`src/rtl/fas_pkg.sv`:
```
// -----------------------------------------------------------------------------
// fas_pkg
// Shared definitions for the full adder/subtractor datapath and the sequential
// divider built on top of it.
//   DIV_WIDTH          default operand/result width
//   div_state_t        divider FSM state encoding (IDLE, RUN, FIX, DONE)
//   T_OR/T_NOT/T_XOR   nominal primitive gate delays (ps) for gate-level models;
//                      the synthesizable RTL does not use them
// -----------------------------------------------------------------------------
package fas_pkg;

  localparam int DIV_WIDTH = 8;

  typedef enum logic [1:0] {
    IDLE = 2'd0,
    RUN  = 2'd1,
    FIX  = 2'd2,
    DONE = 2'd3
  } div_state_t;

  localparam int T_OR  = 20;
  localparam int T_NOT = 10;
  localparam int T_XOR = 30;

endpackage

```
`src/rtl/addsub_n.sv`:
```
// -----------------------------------------------------------------------------
// addsub_n
// N-bit ripple-carry chain of full adder/subtractor cells.
//   a, b   [N-1:0]  operands
//   a_ns   1        1 = add (a + b), 0 = subtract (a - b)
//   sum    [N-1:0]  result
//   cout   1        carry out; in subtract mode cout = 1 means no borrow
// -----------------------------------------------------------------------------
module addsub_n
  import fas_pkg::*;
#(
  parameter int N = DIV_WIDTH
) (
  input  logic [N-1:0] a,
  input  logic [N-1:0] b,
  input  logic         a_ns,
  output logic [N-1:0] sum,
  output logic         cout
);

  logic [N:0]   c;
  logic [N-1:0] b_eff;

  // Subtraction is a + ~b + 1: invert b and seed the carry with 1.
  assign c[0] = ~a_ns;

  for (genvar i = 0; i < N; i++) begin : g_cell
    assign b_eff[i]  = b[i] ^ ~a_ns;
    assign sum[i]    = a[i] ^ b_eff[i] ^ c[i];
    assign c[i+1]    = (a[i] & b_eff[i]) | (c[i] & (a[i] ^ b_eff[i]));
  end

  assign cout = c[N];

endmodule

```
`src/rtl/seq_divider.sv`:
```
// -----------------------------------------------------------------------------
// seq_divider
// Sequential restoring divider, one quotient bit per clock, using an addsub_n
// chain in subtract mode for the trial subtraction.
//   clk          rising-edge clock
//   rst          synchronous active-high reset
//   start        request, sampled only in IDLE
//   dividend     [N-1:0] numerator, captured on accepted start
//   divisor      [N-1:0] denominator, captured on accepted start
//   busy         high from the cycle after accept through the done cycle
//   done         one-cycle pulse, results valid
//   quotient     [N-1:0] held until next accepted start
//   remainder    [N-1:0] held until next accepted start
//   div_by_zero  set with done when the captured divisor was zero
// Build option: SEQ_DIVIDER_SIGNED_EN selects two's complement operands with
// truncation toward zero (adds a FIX state, one extra cycle of latency).
//
// state | meaning
// ------+-------------------------------------------------------------
// IDLE  | waiting for start; the done pulse is visible in this state
// RUN   | one trial subtraction per cycle, N cycles
// FIX   | sign correction of magnitudes (signed build only)
// DONE  | publish results; done/outputs register on the next edge
// -----------------------------------------------------------------------------
module seq_divider
  import fas_pkg::*;
#(
  parameter int N = DIV_WIDTH
) (
  input  logic         clk,
  input  logic         rst,
  input  logic         start,
  input  logic [N-1:0] dividend,
  input  logic [N-1:0] divisor,
  output logic         busy,
  output logic         done,
  output logic [N-1:0] quotient,
  output logic [N-1:0] remainder,
  output logic         div_by_zero
);

  localparam int CW = (N > 2) ? $clog2(N) : 1;

  div_state_t    state;
  logic [N:0]    pr;       // partial remainder, one extra bit for the shift-out
  logic [N-1:0]  dvd;      // dividend shift register, MSB feeds the remainder
  logic [N-1:0]  dvs;
  logic [N-1:0]  q;
  logic [CW-1:0] cnt;
  logic          dz;

  logic [N:0]    shifted;
  logic [N-1:0]  diff;
  logic          no_borrow;
  logic          fits;
  logic          pr_msb_unused;

  logic [N-1:0]  dvd_in;
  logic [N-1:0]  dvs_in;

`ifdef SEQ_DIVIDER_SIGNED_EN
  logic q_neg;
  logic r_neg;

  assign dvd_in = dividend[N-1] ? (~dividend + 1'b1) : dividend;
  assign dvs_in = divisor[N-1]  ? (~divisor + 1'b1)  : divisor;
`else
  assign dvd_in = dividend;
  assign dvs_in = divisor;
`endif

  // After every RUN step the remainder is below the divisor, so pr[N] stays
  // clear; the bit shifted out of pr[N-1] lands in shifted[N].
  assign shifted       = {pr[N-1:0], dvd[N-1]};
  assign pr_msb_unused = pr[N];

  addsub_n #(.N(N)) u_sub (
    .a    (shifted[N-1:0]),
    .b    (dvs),
    .a_ns (1'b0),
    .sum  (diff),
    .cout (no_borrow)
  );

  // If the shifted-out bit is set the value is >= 2^N > divisor, so the
  // subtraction succeeds even though the N-bit chain reports a borrow.
  assign fits = shifted[N] | no_borrow;

  always_ff @(posedge clk) begin
    if (rst) begin
      state       <= IDLE;
      busy        <= 1'b0;
      done        <= 1'b0;
      quotient    <= '0;
      remainder   <= '0;
      div_by_zero <= 1'b0;
      pr          <= '0;
      dvd         <= '0;
      dvs         <= '0;
      q           <= '0;
      cnt         <= '0;
      dz          <= 1'b0;
`ifdef SEQ_DIVIDER_SIGNED_EN
      q_neg       <= 1'b0;
      r_neg       <= 1'b0;
`endif
    end else begin
      done <= 1'b0;
      case (state)
        IDLE: begin
          busy <= 1'b0;
          if (start) begin
            busy        <= 1'b1;
            quotient    <= '0;
            remainder   <= '0;
            div_by_zero <= 1'b0;
            cnt         <= CW'(N - 1);
            dvd         <= dvd_in;
            dvs         <= dvs_in;
`ifdef SEQ_DIVIDER_SIGNED_EN
            q_neg       <= dividend[N-1] ^ divisor[N-1];
            r_neg       <= dividend[N-1];
`endif
            if (divisor == '0) begin
              // Results are preloaded so DONE can publish them unchanged.
              q     <= '1;
              pr    <= {1'b0, dividend};
              dz    <= 1'b1;
              state <= DONE;
            end else begin
              q     <= '0;
              pr    <= '0;
              dz    <= 1'b0;
              state <= RUN;
            end
          end
        end

        RUN: begin
          pr  <= fits ? {1'b0, diff} : shifted;
          q   <= {q[N-2:0], fits};
          dvd <= {dvd[N-2:0], 1'b0};
          cnt <= cnt - CW'(1);
          if (cnt == '0) begin
`ifdef SEQ_DIVIDER_SIGNED_EN
            state <= FIX;
`else
            state <= DONE;
`endif
          end
        end

`ifdef SEQ_DIVIDER_SIGNED_EN
        FIX: begin
          // Most-negative / -1 yields magnitude 2^(N-1), which already reads
          // back as the most-negative value, so the wrap needs no special case.
          if (q_neg) q <= ~q + 1'b1;
          if (r_neg) pr <= {1'b0, ~pr[N-1:0] + 1'b1};
          state <= DONE;
        end
`endif

        DONE: begin
          quotient    <= q;
          remainder   <= pr[N-1:0];
          div_by_zero <= dz;
          done        <= 1'b1;
          state       <= IDLE;
        end

        default: state <= IDLE;
      endcase
    end
  end

endmodule

```
`config.mk`:
```
export PLATFORM = sky130hd
export DESIGN_NAME = seq_divider
export DESIGN_NICKNAME = d
export VERILOG_FILES = /design/src/rtl/fas_pkg.sv /design/src/rtl/addsub_n.sv /design/src/rtl/seq_divider.sv
export SDC_FILE = /design/constraint.sdc
export NUM_CORES = 1
export LEC_CHECK = 0
export BUFFER_PORTS_ARGS = -buffer_cell sky130_fd_sc_hd__buf_2
export CORE_ASPECT_RATIO = 1.4
export CORE_MARGIN = 2
export CORE_UTILIZATION = 35
export CTS_BUF_LIST = sky130_fd_sc_hd__clkbuf_4
export CTS_CLUSTER_DIAMETER = 30
export DETAILED_ROUTE_END_ITERATION = 6
export PLACE_DENSITY = 0.59
export SYNTH_ARGS = -nofsm -noshare
export SYNTH_HDL_FRONTEND = slang
export SYNTH_SLANG_ARGS = --single-unit
```
`constraint.sdc`:
```
create_clock -name clk -period 11.43 [get_ports clk]
set_input_delay 0.5715 -clock clk [delete_from_list [all_inputs] [get_ports clk]]
set_output_delay 0.5715 -clock clk [all_outputs]
set_load 0.02 [all_outputs]
```
==> impl_metrics.prom, run 1 <==
# TYPE chip_impl_metric gauge
chip_impl_metric{name="whs_path_depth",unit=""} 3
chip_impl_metric{name="sequential_area_share_after_synthesis",unit="%"} 47.6
chip_impl_metric{name="wl",unit="mm"} 5.53
chip_impl_info{name="grt_setup_unrepaired",value="no"} 1
chip_impl_metric{name="wire_length_of_the_first_global_routing_pass",unit="mm"} 9.05
chip_impl_metric{name="finalCriticalPeriod",unit="ps"} 3930
chip_impl_metric{name="grt.total_usage",unit="%"} 16.2
chip_impl_metric{name="period_share",unit="%"} 34.4
chip_impl_metric{name="synthDistinctLibCells",unit=""} 36
chip_impl_metric{name="initial_antenna_violation_count",unit=""} 0
chip_impl_info{name="rr_endpoint",value="pr[5]"} 1
chip_impl_metric{name="num-nets-final",unit=""} 313
chip_impl_metric{name="detail_route.vias_per_cell",unit=""} 5.16
chip_impl_metric{name="worst_clock_skew",unit="ps"} 17.5
chip_impl_metric{name="die_w",unit="um"} 73.9
chip_impl_metric{name="dp_slack",unit="ps"} 7510
chip_impl_metric{name="worst_pin_slew",unit="ps"} 1110
chip_impl_metric{name="postSynthRegisterBits",unit=""} 57
chip_impl_metric{name="final-seq-area",unit="mm2"} 0.00114
chip_impl_metric{name="final-hold-violation-count",unit=""} 0
chip_impl_metric{name="std_cell_rows",unit=""} 35
chip_impl_metric{name="final_slew_violations",unit=""} 0
chip_impl_metric{name="cts_htree_levels",unit=""} 3
chip_impl_metric{name="required",unit="ps"} 11720
chip_impl_metric{name="mappedNetlistArea",unit="mm2"} 0.00240
chip_impl_metric{name="ant_nets",unit=""} 0
chip_impl_metric{name="final_critical_path_setup_slack",unit="ps"} 7500
chip_impl_info{name="worstSetupEndpointType",value="flip-flop"} 1
chip_impl_info{name="path_class",value="reg -> reg"} 1
chip_impl_metric{name="port_buffers",unit=""} 37
chip_impl_metric{name="totalPowerFinal",unit="mW"} 0.434
chip_impl_metric{name="post-route-util",unit="%"} 41.3
chip_impl_metric{name="worstPathMaxFanout",unit=""} 14
chip_impl_info{name="critical_path.slowest_cell",value="fa_1"} 1
chip_impl_metric{name="number_of_cts_inserted_buffers",unit=""} 9
chip_impl_metric{name="multi_input_comb_area",unit="mm2"} 0.00109
chip_impl_metric{name="synth_warn",unit=""} 0
chip_impl_metric{name="tritoncts_num_sinks",unit=""} 57
chip_impl_metric{name="num_antenna_cells",unit=""} 0
chip_impl_metric{name="cts_resized",unit=""} 0
chip_impl_metric{name="detail_route.first_pass.iterations",unit=""} 4
chip_impl_info{name="crit_family",value="adder cells"} 1
chip_impl_metric{name="detailed_place.area",unit="mm2"} 0.00261
chip_impl_metric{name="number_of_post_cts_setup_repair_buffers",unit=""} 0
chip_impl_metric{name="postSynthAreaPerCell",unit="um2"} 9.47
chip_impl_info{name="kind_of_start_point_of_the_critical_path",value="flip-flop"} 1
chip_impl_metric{name="critical_path_arrival",unit="ps"} 4220
chip_impl_metric{name="p_leak",unit="nW"} 1.12
chip_impl_info{name="outcome",value="completed"} 1
chip_impl_metric{name="final_design_area_no_fill",unit="mm2"} 0.00273
chip_impl_metric{name="via_count_of_the_first_global_routing_pass",unit=""} 1917
chip_impl_metric{name="critPathMaxStageDelay",unit="ps"} 390
chip_impl_info{name="holdCritPathClass",value="in -> reg"} 1
chip_impl_metric{name="clock_latency",unit="ps"} 400
chip_impl_metric{name="ioPinCount",unit=""} 38
chip_impl_metric{name="crit_buf_inv",unit=""} 4
chip_impl_metric{name="reg2reg_depth",unit=""} 16
chip_impl_info{name="cts_tree",value="done"} 1
chip_impl_info{name="cpMostUsedCell",value="fa_1"} 1
chip_impl_info{name="cell_breakdown_of_the_critical_path",value="inv_1 > ha_1 > fa_1 > fa_1 > fa_1 > fa_1 > inv_1 > fa_1 > inv_1 > fa_1 > inv_1 > fa_1 > or2_2 > mux2i_1 > nor2_1 > a221o_1"} 1
chip_impl_metric{name="fp.dieArea",unit="mm2"} 0.00753
chip_impl_metric{name="remaining_drc_errors",unit=""} 0
chip_impl_metric{name="setup_total_negative_slack",unit="ps"} 0
chip_impl_metric{name="starting_density_of_the_core",unit="%"} 36.2
chip_impl_metric{name="cts_hold_buffers",unit=""} 0
chip_impl_info{name="r2r-start",value="dvd[7]"} 1
chip_impl_metric{name="hpwl",unit="mm"} 3.88
chip_impl_info{name="timing.hold.worst.start",value="divisor[1]"} 1
chip_impl_info{name="cts_root_buffer",value="clkbuf_4"} 1
chip_impl_metric{name="dp_cells",unit=""} 365
chip_impl_metric{name="drt-wirelength-per-cell",unit="um"} 14.6
chip_impl_info{name="hold-path-endpoint",value="dvs[1]"} 1
chip_impl_metric{name="grt_start_max_net_pins",unit=""} 39
chip_impl_metric{name="area_growth_syn_to_layout",unit="%"} 14.1
chip_impl_metric{name="fmax",unit="MHz"} 255
chip_impl_metric{name="hold_slack",unit="ps"} 409
chip_impl_metric{name="mappedNetlistNets",unit=""} 282
chip_impl_metric{name="globalplace.congestion",unit=""} 0.811
chip_impl_metric{name="worst-r2r-setup-slack",unit="ps"} 7500
chip_impl_metric{name="p_per_area",unit="mW/mm2"} 159
chip_impl_metric{name="setup-violations-final",unit=""} 0
chip_impl_metric{name="die_h",unit="um"} 102
chip_impl_metric{name="final_layout_size_suffix_gt1_share",unit="%"} 20.8
chip_impl_metric{name="floorplan.core_area",unit="mm2"} 0.00661
chip_impl_metric{name="clkTransAtPathRegs",unit="ps"} 90
chip_impl_metric{name="initialDrtViolationCount",unit=""} 123
chip_impl_metric{name="grt_overflow_total",unit=""} 0
chip_impl_metric{name="fillerInstances",unit=""} 692
chip_impl_metric{name="num_vias",unit=""} 1960
chip_impl_metric{name="cap_viol_max_count",unit=""} 0
chip_impl_metric{name="layoutNonFillerInstCount",unit=""} 380
chip_impl_metric{name="postSynthCellCount",unit=""} 253
chip_impl_metric{name="peak_supply_drop",unit="mV"} 0.0562
chip_impl_metric{name="ctsLongestPathBuffers",unit=""} 2
chip_impl_metric{name="slew_headroom",unit="%"} 26.0
==> logic make-up (layout without fill, tap and decap cells) <==
logic type	after synthesis	in the layout	share of synthesized area, %
simple gates	71	71	14.3
flops	57	57	47.6
mux	1	1	0.418
fa+ha+maj	10	10	7.42
buf+inv	36	71	6.68
compound gates	78	78	23.6
==> layout by cell type, fill, tap and decap left out, types with 5 or more instances in the layout <==
master,netlist,layout
a211oi_1,11,11
dfxtp_1,57,57
a21oi_1,14,14
clkbuf_4,0,10
nand3_1,10,10
a31oi_1,7,7
o22ai_1,8,8
a22o_1,16,16
o21ai_0,5,5
nor2_1,19,19
nand2_1,29,29
fa_1,7,7
inv_1,17,17
a221o_1,5,5
buf_2,8,37
==> routing by layer <==
layer  vias to the layer above  track usage (%)  part of all wire (%)
li1                        966                -                     -
met1                       933             18.7                    43
met2                        50             26.6                    50
met3                        11             4.14                   3.8
met4                         0             9.65                   3.4
met5                         -                0                     0
==> cells in the mapped netlist <==
library cell | instances | area share (%)
a221oi_1 | 3 | 1.1
nor2_1 | 19 | 3.0
o21ai_0 | 5 | 1.0
buf_4 | 4 | 1.3
fa_1 | 7 | 5.8
nand2b_1 | 2 | 0.52
o21bai_2 | 1 | 0.47
and3_1 | 1 | 0.26
a21o_1 | 2 | 0.63
a22oi_1 | 3 | 0.94
o21ba_2 | 1 | 0.42
nor2_4 | 2 | 0.94
a221o_1 | 5 | 2.1
or2_2 | 1 | 0.26
clkinv_1 | 1 | 0.16
a211oi_1 | 11 | 3.4
inv_1 | 17 | 2.7
clkbuf_1 | 6 | 0.94
a32oi_1 | 1 | 0.37
mux2i_1 | 1 | 0.42
nor4_1 | 1 | 0.26
o22ai_1 | 8 | 2.1
buf_2 | 8 | 1.7
nand3_1 | 10 | 2.1
nand2_1 | 29 | 4.5
nor2b_1 | 1 | 0.26
o2bb2ai_1 | 1 | 0.37
a22o_1 | 16 | 5.8
nor3b_4 | 1 | 0.78
nor3_1 | 1 | 0.21
a21oi_1 | 14 | 2.9
or4_4 | 2 | 0.94
dfxtp_1 | 57 | 48
ha_1 | 3 | 1.6
nand2_2 | 1 | 0.26
a31oi_1 | 7 | 1.8
==> worst min-delay path, delay by kind of cell <==
| kind | cells | cell delay (ps) |
|---|---|---|
| compound gates | 1 | 50 |
| buf+inv | 1 | 100 |
| simple gates | 1 | 50 |
==> state kept, by name, indices dropped and copies added (netlist names) <==
signal and count:
dvd 8, dvs 8, pr 8, q 8
quotient 8, remainder 8, cnt 3, state 2
busy 1, div_by_zero 1, done 1, dz 1
==> cell type report <==
| class | count | area share, % |
|---|---|---|
| clock inverters | 5 | 1.74 |
| inverters | 18 | 2.47 |
| multi-input cells | 160 | 40.0 |
| repair buffers | 38 | 7.05 |
| clock buffers | 10 | 2.75 |
| well taps | 92 | 4.21 |
| flip-flops and latches | 57 | 41.7 |
==> report_power, final <==
group | switching, mW | leakage, nW | total, mW | internal, mW
sequential | 0.0102 | 0.465 | 0.220 | 0.210
clock | 0.0717 | 0.0711 | 0.138 | 0.0659
combinational | 0.0455 | 0.580 | 0.0758 | 0.0303
==> worst max-delay path by stage <==
stage           start  endpoint  slack (ps)  depth (start not counted)
2_1_floorplan  dvd[7]     pr[7]        7640                         18
3_3_place_gp   dvd[7]     pr[5]        7580                         16
3_5_place_dp   dvd[7]     pr[5]        7510                         16
4_1_cts        dvd[7]     pr[5]        7500                         16
5_1_grt        dvd[7]     pr[5]        7300                         16
6_report       dvd[7]     pr[5]        7500                         16
(Power assumes the default switching activity.)
==> run 2, diff against run 1 <==
ABC_AREA = 1   (was unset)
PLACE_DENSITY = 0.6   (was 0.59)
clock period = 3.5 ns   (was 11.43 ns; I/O delays follow)
==> run 2 against run 1 <==
Net effect:
- the run now ends with setup timing left
- die area is 7.6% higher
- clock skew is 5.1 ps higher
- wire length is 4.8% higher
- core utilization is 0.13 points lower
- register-to-register slack worse by 7500 ps
- power grew to 3.5 times the previous value
- final cell count is 23% higher
- clock power grew to 3.6 times the previous value
- combinational power grew to 4.1 times the previous value
- critical path type unchanged
- largest cell class is now multi-input combinational cells
==> impl_metrics.prom, run 2 <==
# TYPE chip_impl_metric gauge
chip_impl_metric{name="wl",unit="mm"} 5.80
chip_impl_metric{name="number_of_cts_inserted_buffers",unit=""} 9
chip_impl_metric{name="fillerInstances",unit=""} 769
chip_impl_metric{name="setup-violations-final",unit=""} 1
chip_impl_metric{name="final_slew_violations",unit=""} 0
chip_impl_metric{name="grt_start_max_net_pins",unit=""} 32
chip_impl_metric{name="std_cell_rows",unit=""} 37
chip_impl_info{name="prevailing_post_synth_register_cell",value="dfxtp_1"} 1
chip_impl_metric{name="remaining_drc_errors",unit=""} 0
chip_impl_metric{name="tritoncts_num_sinks",unit=""} 57
chip_impl_metric{name="share_comb_of_total_power",unit="%"} 20.4
chip_impl_metric{name="floorplan.core_area",unit="mm2"} 0.00727
chip_impl_info{name="cts_root_buffer",value="clkbuf_4"} 1
chip_impl_metric{name="grt_overflow_total",unit=""} 0
chip_impl_metric{name="die_h",unit="um"} 106
chip_impl_metric{name="final_layout_size_suffix_gt1_share",unit="%"} 24.2
chip_impl_metric{name="mappedNetlistNets",unit=""} 360
chip_impl_metric{name="worst_pin_slew",unit="ps"} 1010
chip_impl_metric{name="initial_antenna_violation_count",unit=""} 0
chip_impl_metric{name="synth-compound-area-share",unit="%"} 13.6
chip_impl_metric{name="finalCriticalPeriod",unit="ps"} 3540
chip_impl_metric{name="seq_power_share",unit="%"} 46.9
chip_impl_info{name="layout.cells.most_common",value="nand2_1"} 1
chip_impl_metric{name="initialDrtViolationCount",unit=""} 119
chip_impl_metric{name="post_synth_fa_ha_maj_area_fraction",unit="%"} 6.87
chip_impl_metric{name="switchingPower",unit="mW"} 0.488
chip_impl_metric{name="cts_hold_buffers",unit=""} 0
chip_impl_metric{name="starting_density_of_the_core",unit="%"} 35.6
chip_impl_info{name="r2r-start",value="dvd[7]"} 1
chip_impl_metric{name="p_leak",unit="nW"} 1.37
chip_impl_metric{name="drt-wirelength-per-cell",unit="um"} 12.4
chip_impl_metric{name="synth_warn",unit=""} 0
chip_impl_info{name="cts_tree",value="done"} 1
chip_impl_metric{name="fp.dieArea",unit="mm2"} 0.00811
chip_impl_metric{name="num_antenna_cells",unit=""} 0
chip_impl_metric{name="clkTransAtPathRegs",unit="ps"} 110
chip_impl_info{name="most-common-layout-cells",value="77 x nand2_1, 56 x dfxtp_1, 37 x buf_2"} 1
chip_impl_metric{name="postSynthRegisterBits",unit=""} 57
chip_impl_metric{name="setup_total_negative_slack",unit="ps"} -41.5
chip_impl_metric{name="num_vias",unit=""} 2201
chip_impl_metric{name="critical_path_arrival",unit="ps"} 3840
chip_impl_metric{name="post_synth_and_or_nand_nor_area_fraction",unit="%"} 24.8
chip_impl_metric{name="die_w",unit="um"} 76.7
chip_impl_metric{name="postSynthAreaPerCell",unit="um2"} 7.82
chip_impl_info{name="synth.area.top_cells",value="dfxtp_1 44%, nand2_1 11%, inv_1 5.8%"} 1
chip_impl_metric{name="synth_top_area_share",unit="%"} 44.1
chip_impl_metric{name="hpwl",unit="mm"} 4.03
chip_impl_metric{name="async_reset_ff_share",unit="%"} 0
chip_impl_metric{name="ant_nets",unit=""} 0
chip_impl_metric{name="grt.total_usage",unit="%"} 15.2
chip_impl_info{name="worstSetupEndpointType",value="flip-flop"} 1
chip_impl_metric{name="multi_input_comb_area",unit="mm2"} 0.00121
chip_impl_info{name="outcome",value="finished, violations left"} 1
chip_impl_info{name="crit_end",value="pr[7]"} 1
chip_impl_info{name="setup.worst_path.start",value="dvd[7]"} 1
chip_impl_metric{name="cap_viol_max_count",unit=""} 0
chip_impl_info{name="yosysTopAreaCell",value="dfxtp_1"} 1
chip_impl_metric{name="globalplace.congestion",unit=""} 0.759
chip_impl_metric{name="clock_latency",unit="ps"} 410
chip_impl_metric{name="port_buffers",unit=""} 37
chip_impl_metric{name="num-nets-final",unit=""} 396
chip_impl_info{name="synth_top_family_by_area",value="simple AND/OR/NAND/NOR gates"} 1
chip_impl_metric{name="worst_clock_skew",unit="ps"} 22.6
chip_impl_metric{name="post-route-util",unit="%"} 41.2
chip_impl_info{name="kind_of_start_point_of_the_critical_path",value="flip-flop"} 1
chip_impl_metric{name="totalPowerFinal",unit="mW"} 1.51
chip_impl_metric{name="synth_enable_flop_cells",unit=""} 0
chip_impl_info{name="violations",value="setup timing"} 1
chip_impl_metric{name="final_critical_path_setup_slack",unit="ps"} -41.5
chip_impl_metric{name="final-hold-violation-count",unit=""} 0
chip_impl_info{name="yosys.cell_count.top_type",value="nand2_1"} 1
chip_impl_metric{name="period_share",unit="%"} 101
chip_impl_metric{name="mappedNetlistArea",unit="mm2"} 0.00259
chip_impl_metric{name="peak_supply_drop",unit="mV"} 0.161
chip_impl_metric{name="muxShareOfSynthArea",unit="%"} 0
chip_impl_metric{name="required",unit="ps"} 3800
chip_impl_metric{name="area_growth_syn_to_layout",unit="%"} 15.8
chip_impl_metric{name="worstPathMaxFanout",unit=""} 2
chip_impl_metric{name="postSynthCellCount",unit=""} 331
chip_impl_info{name="path_class",value="reg -> reg"} 1
chip_impl_metric{name="cts_htree_levels",unit=""} 3
chip_impl_metric{name="final_design_area_no_fill",unit="mm2"} 0.00300
chip_impl_metric{name="fmax",unit="MHz"} 282
chip_impl_metric{name="slew_headroom",unit="%"} 32.9
chip_impl_metric{name="sequential_area_share_after_synthesis",unit="%"} 44.1
chip_impl_metric{name="pwr-share-clk",unit="%"} 32.7
chip_impl_metric{name="ioPinCount",unit=""} 38
chip_impl_metric{name="p_per_area",unit="mW/mm2"} 502
chip_impl_metric{name="worst-r2r-setup-slack",unit="ps"} -40
chip_impl_info{name="holdCritPathClass",value="in -> reg"} 1
chip_impl_metric{name="sw_frac_of_total",unit="%"} 32.4
chip_impl_metric{name="wire_length_of_the_first_global_routing_pass",unit="mm"} 9.66
chip_impl_metric{name="detail_route.first_pass.iterations",unit=""} 6
chip_impl_metric{name="synthDistinctLibCells",unit=""} 27
chip_impl_metric{name="detail_route.vias_per_cell",unit=""} 4.69
chip_impl_metric{name="p_int",unit="mW"} 1.02
chip_impl_metric{name="ctsLongestPathBuffers",unit=""} 2
chip_impl_info{name="synth_commonest_cells",value="78 x nand2_1, 57 x dfxtp_1, 40 x inv_1, 29 x nand3_1, 27 x nor2_1"} 1
chip_impl_info{name="rr_endpoint",value="pr[7]"} 1
chip_impl_metric{name="detailed_place.area",unit="mm2"} 0.00280
chip_impl_metric{name="final-seq-area",unit="mm2"} 0.00114
chip_impl_info{name="grt_setup_unrepaired",value="yes"} 1
chip_impl_metric{name="reg2reg_depth",unit=""} 18
chip_impl_metric{name="via_count_of_the_first_global_routing_pass",unit=""} 2119
chip_impl_metric{name="synth-xor-area-share",unit="%"} 0
run 2: cells by family (layout without fill, tap and decap cells):
| logic type | after synthesis | count (layout) |
|---|---|---|
| simple gates | 144 | 144 |
| compound gates | 61 | 61 |
| buf+inv | 59 | 100 |
| flops | 57 | 57 |
| fa+ha+maj | 10 | 10 |
run 2: critical path, stage by stage, from the launching register on:
cell	delay, ps
dfxtp_2	350
inv_2	50
ha_4	150
fa_2	330
fa_2	350
fa_2	350
fa_2	340
inv_2	60
fa_2	180
inv_2	40
fa_2	340
inv_2	60
fa_2	430
inv_2	60
nand2_1	60
nand3_1	80
nand3_1	80
nand2_1	60
inv_1	50
run 2: final cells by class:
type | count | area share [%]
Clock buffer | 9 | 2.26
Clock inverter | 7 | 2.67
Inverter | 45 | 5.72
Multi-Input combinational cell | 215 | 40.5
Sequential cell | 57 | 38.1
Tap cell | 97 | 4.05
Timing Repair Buffer | 39 | 6.68
run 2: worst min-delay path by stage:
| stage | to | slack (ps) | from | cells past startpoint |
|---|---|---|---|---|
| 6_report | dvs[4] | 40 | divisor[4] | 3 |
| 5_1_grt | dvd[4] | 20 | dividend[4] | 3 |
| 4_1_cts | dvs[4] | 10 | divisor[4] | 3 |
| 3_5_place_dp | quotient[7] | 450 | quotient[7] | 2 |
| 3_3_place_gp | dvs[4] | 440 | divisor[4] | 3 |
| 2_1_floorplan | dvd[1] | 330 | dividend[1] | 2 |
run 2: what timing repair did:
action	4_1_cts	5_1_grt
pin swaps	3	10
buffers inserted	0	1
cloned	0	0
resized for setup	9	9
endpoints found under the setup margin	9	9
run 2: power by group through the flow:
stage / combinational [mW] / sequential [mW] / clock (mW)
floorplan: 0.221 / 0.716 / 0
global placement: 0.271 / 0.718 / 0
detailed placement: 0.279 / 0.719 / 0
CTS: 0.294 / 0.704 / 0.508
global route: 0.348 / 0.710 / 0.542
finish: 0.307 / 0.705 / 0.493
run 2: metal layers:
metal	global-route usage [%]	vias up	share of wire [%]
met5	0	-	0
met4	8.44	0	1.6
met3	4.28	7	3.5
met2	25.3	43	50
met1	17.5	1018	45
li1	-	1133	-
run 2: stage by stage:
stage               std cells  hold slack (ps)  setup slack (ps)
finish                    469             36.2             -41.5
global route              469             17.9              -144
CTS                       468             10.2              -114
detailed placement        452              452              -169
global placement          452              444              -110
floorplan                 331              332              33.8
==> run 3, diff against run 2 <==
CORE_ASPECT_RATIO = unset   (was 1.4)
SETUP_SLACK_MARGIN = 0.4   (was unset)
SYNTH_HIERARCHICAL = 1   (was unset)
==> run 3 against run 2 <==
Net effect:
- the flow still finishes with violations (setup timing)
- register-to-register slack gained 40 ps
- global-route usage grew 2.6 points
- maximum frequency grew 1.2%
- sequential share of layout area shrank 4.4 points
- sequential power shrank 0.6%
- synthesized cell count grew 15%
- final area grew 13%
- largest cell class unchanged
- power grew 9.1%
==> impl_metrics.prom, run 3 <==
# TYPE chip_impl_metric gauge
chip_impl_metric{name="num-nets-final",unit=""} 468
chip_impl_info{name="setup.worst_path.start",value="dvd[7]"} 1
chip_impl_metric{name="wire_length_of_the_first_global_routing_pass",unit="mm"} 11.8
chip_impl_metric{name="detail_route.vias_per_cell",unit=""} 4.74
chip_impl_metric{name="postSynthAreaPerCell",unit="um2"} 7.18
chip_impl_metric{name="synth_top_area_share",unit="%"} 41.6
chip_impl_metric{name="globalplace.congestion",unit=""} 0.843
chip_impl_info{name="outcome",value="finished, violations left"} 1
chip_impl_metric{name="finalCriticalPeriod",unit="ps"} 3500
chip_impl_metric{name="mappedNetlistArea",unit="mm2"} 0.00274
chip_impl_metric{name="grtUsageMet2",unit="%"} 29.7
chip_impl_metric{name="grt_start_max_net_pins",unit=""} 31
chip_impl_metric{name="synth_warn",unit=""} 6
chip_impl_metric{name="worstPathMaxFanout",unit=""} 8
chip_impl_metric{name="final-hold-violation-count",unit=""} 0
chip_impl_info{name="kind_of_start_point_of_the_critical_path",value="flip-flop"} 1
chip_impl_metric{name="wl",unit="mm"} 7.04
chip_impl_metric{name="slew_headroom",unit="%"} 51.8
chip_impl_info{name="cts_root_buffer",value="clkbuf_4"} 1
chip_impl_metric{name="starting_density_of_the_core",unit="%"} 35.8
chip_impl_metric{name="drt-wirelength-per-cell",unit="um"} 12.9
chip_impl_metric{name="postSynthRegisterBits",unit=""} 57
chip_impl_info{name="layout.cells.most_common",value="nand2_1"} 1
chip_impl_metric{name="sequential_area_share_after_synthesis",unit="%"} 41.6
chip_impl_metric{name="clock_latency",unit="ps"} 410
chip_impl_metric{name="ant_nets",unit=""} 0
chip_impl_metric{name="period_share",unit="%"} 100
chip_impl_metric{name="grt_overflow_total",unit=""} 0
chip_impl_metric{name="p_leak",unit="nW"} 1.63
chip_impl_metric{name="dp_slack",unit="ps"} 18.9
chip_impl_metric{name="synthDistinctLibCells",unit=""} 27
chip_impl_metric{name="ctsLongestPathBuffers",unit=""} 2
chip_impl_metric{name="num_antenna_cells",unit=""} 0
chip_impl_metric{name="cap_viol_max_count",unit=""} 0
chip_impl_info{name="yosysTopAreaCell",value="dfxtp_1"} 1
chip_impl_metric{name="dp_cells",unit=""} 508
chip_impl_info{name="grt_setup_unrepaired",value="yes"} 1
chip_impl_metric{name="floorplan.core_area",unit="mm2"} 0.00765
chip_impl_info{name="prevailing_post_synth_register_cell",value="dfxtp_1"} 1
chip_impl_metric{name="worst_pin_slew",unit="ps"} 721
chip_impl_metric{name="post-route-util",unit="%"} 44.4
chip_impl_metric{name="final_critical_path_setup_slack",unit="ps"} -0.0382
chip_impl_metric{name="multi_input_comb_area",unit="mm2"} 0.00131
chip_impl_info{name="worstSetupEndpointType",value="flip-flop"} 1
chip_impl_metric{name="via_count_of_the_first_global_routing_pass",unit=""} 2585
chip_impl_metric{name="detail_route.first_pass.iterations",unit=""} 4
chip_impl_info{name="synth.area.top_cells",value="dfxtp_1 42%, nand2_1 14%, inv_1 8.1%"} 1
chip_impl_info{name="violations",value="setup timing"} 1
chip_impl_metric{name="synth_enable_flop_cells",unit=""} 0
chip_impl_info{name="synth_commonest_cells",value="103 x nand2_1, 59 x inv_1, 57 x dfxtp_1, 34 x nor2_1, 30 x nand3_1"} 1
chip_impl_metric{name="critical_path_arrival",unit="ps"} 3810
chip_impl_metric{name="std_cell_rows",unit=""} 32
chip_impl_info{name="yosys.cell_count.top_type",value="nand2_1"} 1
chip_impl_metric{name="final_slew_violations",unit=""} 0
chip_impl_info{name="most_used_routing_layer",value="met2"} 1
chip_impl_metric{name="final-seq-area",unit="mm2"} 0.00114
chip_impl_info{name="r2r-start",value="dvd[7]"} 1
chip_impl_metric{name="fp.dieArea",unit="mm2"} 0.00856
chip_impl_metric{name="grt.total_usage",unit="%"} 17.9
chip_impl_metric{name="ioPinCount",unit=""} 38
chip_impl_info{name="timing.hold.worst.start",value="divisor[5]"} 1
chip_impl_metric{name="fmax",unit="MHz"} 286
chip_impl_metric{name="die_w",unit="um"} 92.5
chip_impl_metric{name="cts_htree_levels",unit=""} 3
chip_impl_metric{name="initialDrtViolationCount",unit=""} 141
chip_impl_metric{name="hpwl",unit="mm"} 4.57
chip_impl_metric{name="whs_path_depth",unit=""} 3
chip_impl_metric{name="worst-r2r-setup-slack",unit="ps"} -0.04
chip_impl_metric{name="required",unit="ps"} 3810
chip_impl_metric{name="tritoncts_num_sinks",unit=""} 57
chip_impl_metric{name="fillerInstances",unit=""} 785
chip_impl_metric{name="setup-violations-final",unit=""} 1
chip_impl_metric{name="remaining_drc_errors",unit=""} 0
chip_impl_metric{name="grtUsageMet1",unit="%"} 21.3
chip_impl_info{name="path_class",value="reg -> reg"} 1
chip_impl_metric{name="postSynthCellCount",unit=""} 382
chip_impl_info{name="holdCritPathClass",value="in -> reg"} 1
chip_impl_metric{name="initial_antenna_violation_count",unit=""} 0
chip_impl_metric{name="peak_supply_drop",unit="mV"} 0.157
chip_impl_metric{name="clkTransAtPathRegs",unit="ps"} 90
chip_impl_metric{name="routing_usage_on_met3",unit="%"} 4.39
chip_impl_metric{name="die_h",unit="um"} 92.5
chip_impl_metric{name="async_reset_ff_share",unit="%"} 0
chip_impl_info{name="most-common-layout-cells",value="96 x nand2_1, 55 x inv_1, 54 x dfxtp_1"} 1
chip_impl_info{name="cts_tree",value="done"} 1
chip_impl_metric{name="number_of_cts_inserted_buffers",unit=""} 9
chip_impl_metric{name="worst_clock_skew",unit="ps"} 9.00
chip_impl_metric{name="final_layout_size_suffix_gt1_share",unit="%"} 25.8
chip_impl_metric{name="num_vias",unit=""} 2594
chip_impl_metric{name="p_per_area",unit="mW/mm2"} 484
chip_impl_metric{name="layoutNonFillerInstCount",unit=""} 547
chip_impl_metric{name="port_buffers",unit=""} 37
chip_impl_metric{name="area_growth_syn_to_layout",unit="%"} 23.8
chip_impl_metric{name="mappedNetlistNets",unit=""} 410
chip_impl_metric{name="reg2reg_depth",unit=""} 18
-- run 3: per-layer routing --
layer  routed length (um)  share of wire (%)  vias to the layer above
li1                     -                  -                     1302
met1                 3200                 45                     1222
met2                 3300                 47                       56
met3                  352                5.0                       14
met4                  183                2.6                        0
met5                    0                  0                        -
-- run 3: report_power, final --
part | internal (mW) | switching [mW]
clock | 0.366 | 0.251
combinational | 0.127 | 0.198
sequential | 0.680 | 0.0210
total | 1.17 | 0.469
-- run 3: logic make-up after synthesis --
kind of cell	Yosys count	synth area share, %
compound gates	60	12.5
simple gates	175	26.9
other cells	1	0.137
buf+inv	80	12.8
flops	57	41.6
fa+ha+maj	9	6.02
-- run 3: timing repair --
item | CTS | global route
endpoints found under the setup margin | 9 | 9
hold endpoints to repair | 1 | 0
resized for setup | 9 | 8
setup buffers | 22 | 0
hold buffers | 1 | 0
pin swaps | 7 | 8
-- run 3: path summary, 6_finish.rpt --
kind                 endpoint
hold / removal         dvs[5]
hold reg to reg   div_by_zero
setup reg to reg        pr[3]
setup / recovery        pr[3]
-- run 3: critical path, stage by stage, from the launching register on --
cell and delay [ps]:
dfxtp_2 350, inv_2 40, nand2_2 70, nand2_2 70, fa_2 350, fa_2 350, fa_2 350, fa_2 350
fa_2 340, fa_2 340, inv_2 60, fa_2 230, inv_2 50, nand2_4 100, nand2_1 70, nand3_1 70
nand3_1 80, nand2_1 90, inv_1 40
-- run 3: layout make-up --
cell class                      instances  area share [%]
Sequential cell                        57            33.7
Clock buffer                           10            2.21
Multi-Input combinational cell        245            38.5
Timing Repair Buffer                   62            11.4
Tap cell                              102            3.76
Inverter                               65            7.26
Clock inverter                          6            3.13
-- run 3: metrics by stage --
step                hold slack, ps  instance area, um2  TNS (ps)  power [mW]
finish                        34.1                3390   -0.0382        1.64
global route                  17.6                3390      -863        1.74
CTS                           3.63                3370         0        1.64
detailed placement             444                2990         0       0.982
global placement               440                2990         0       0.973
floorplan                      332                2770         0       0.924
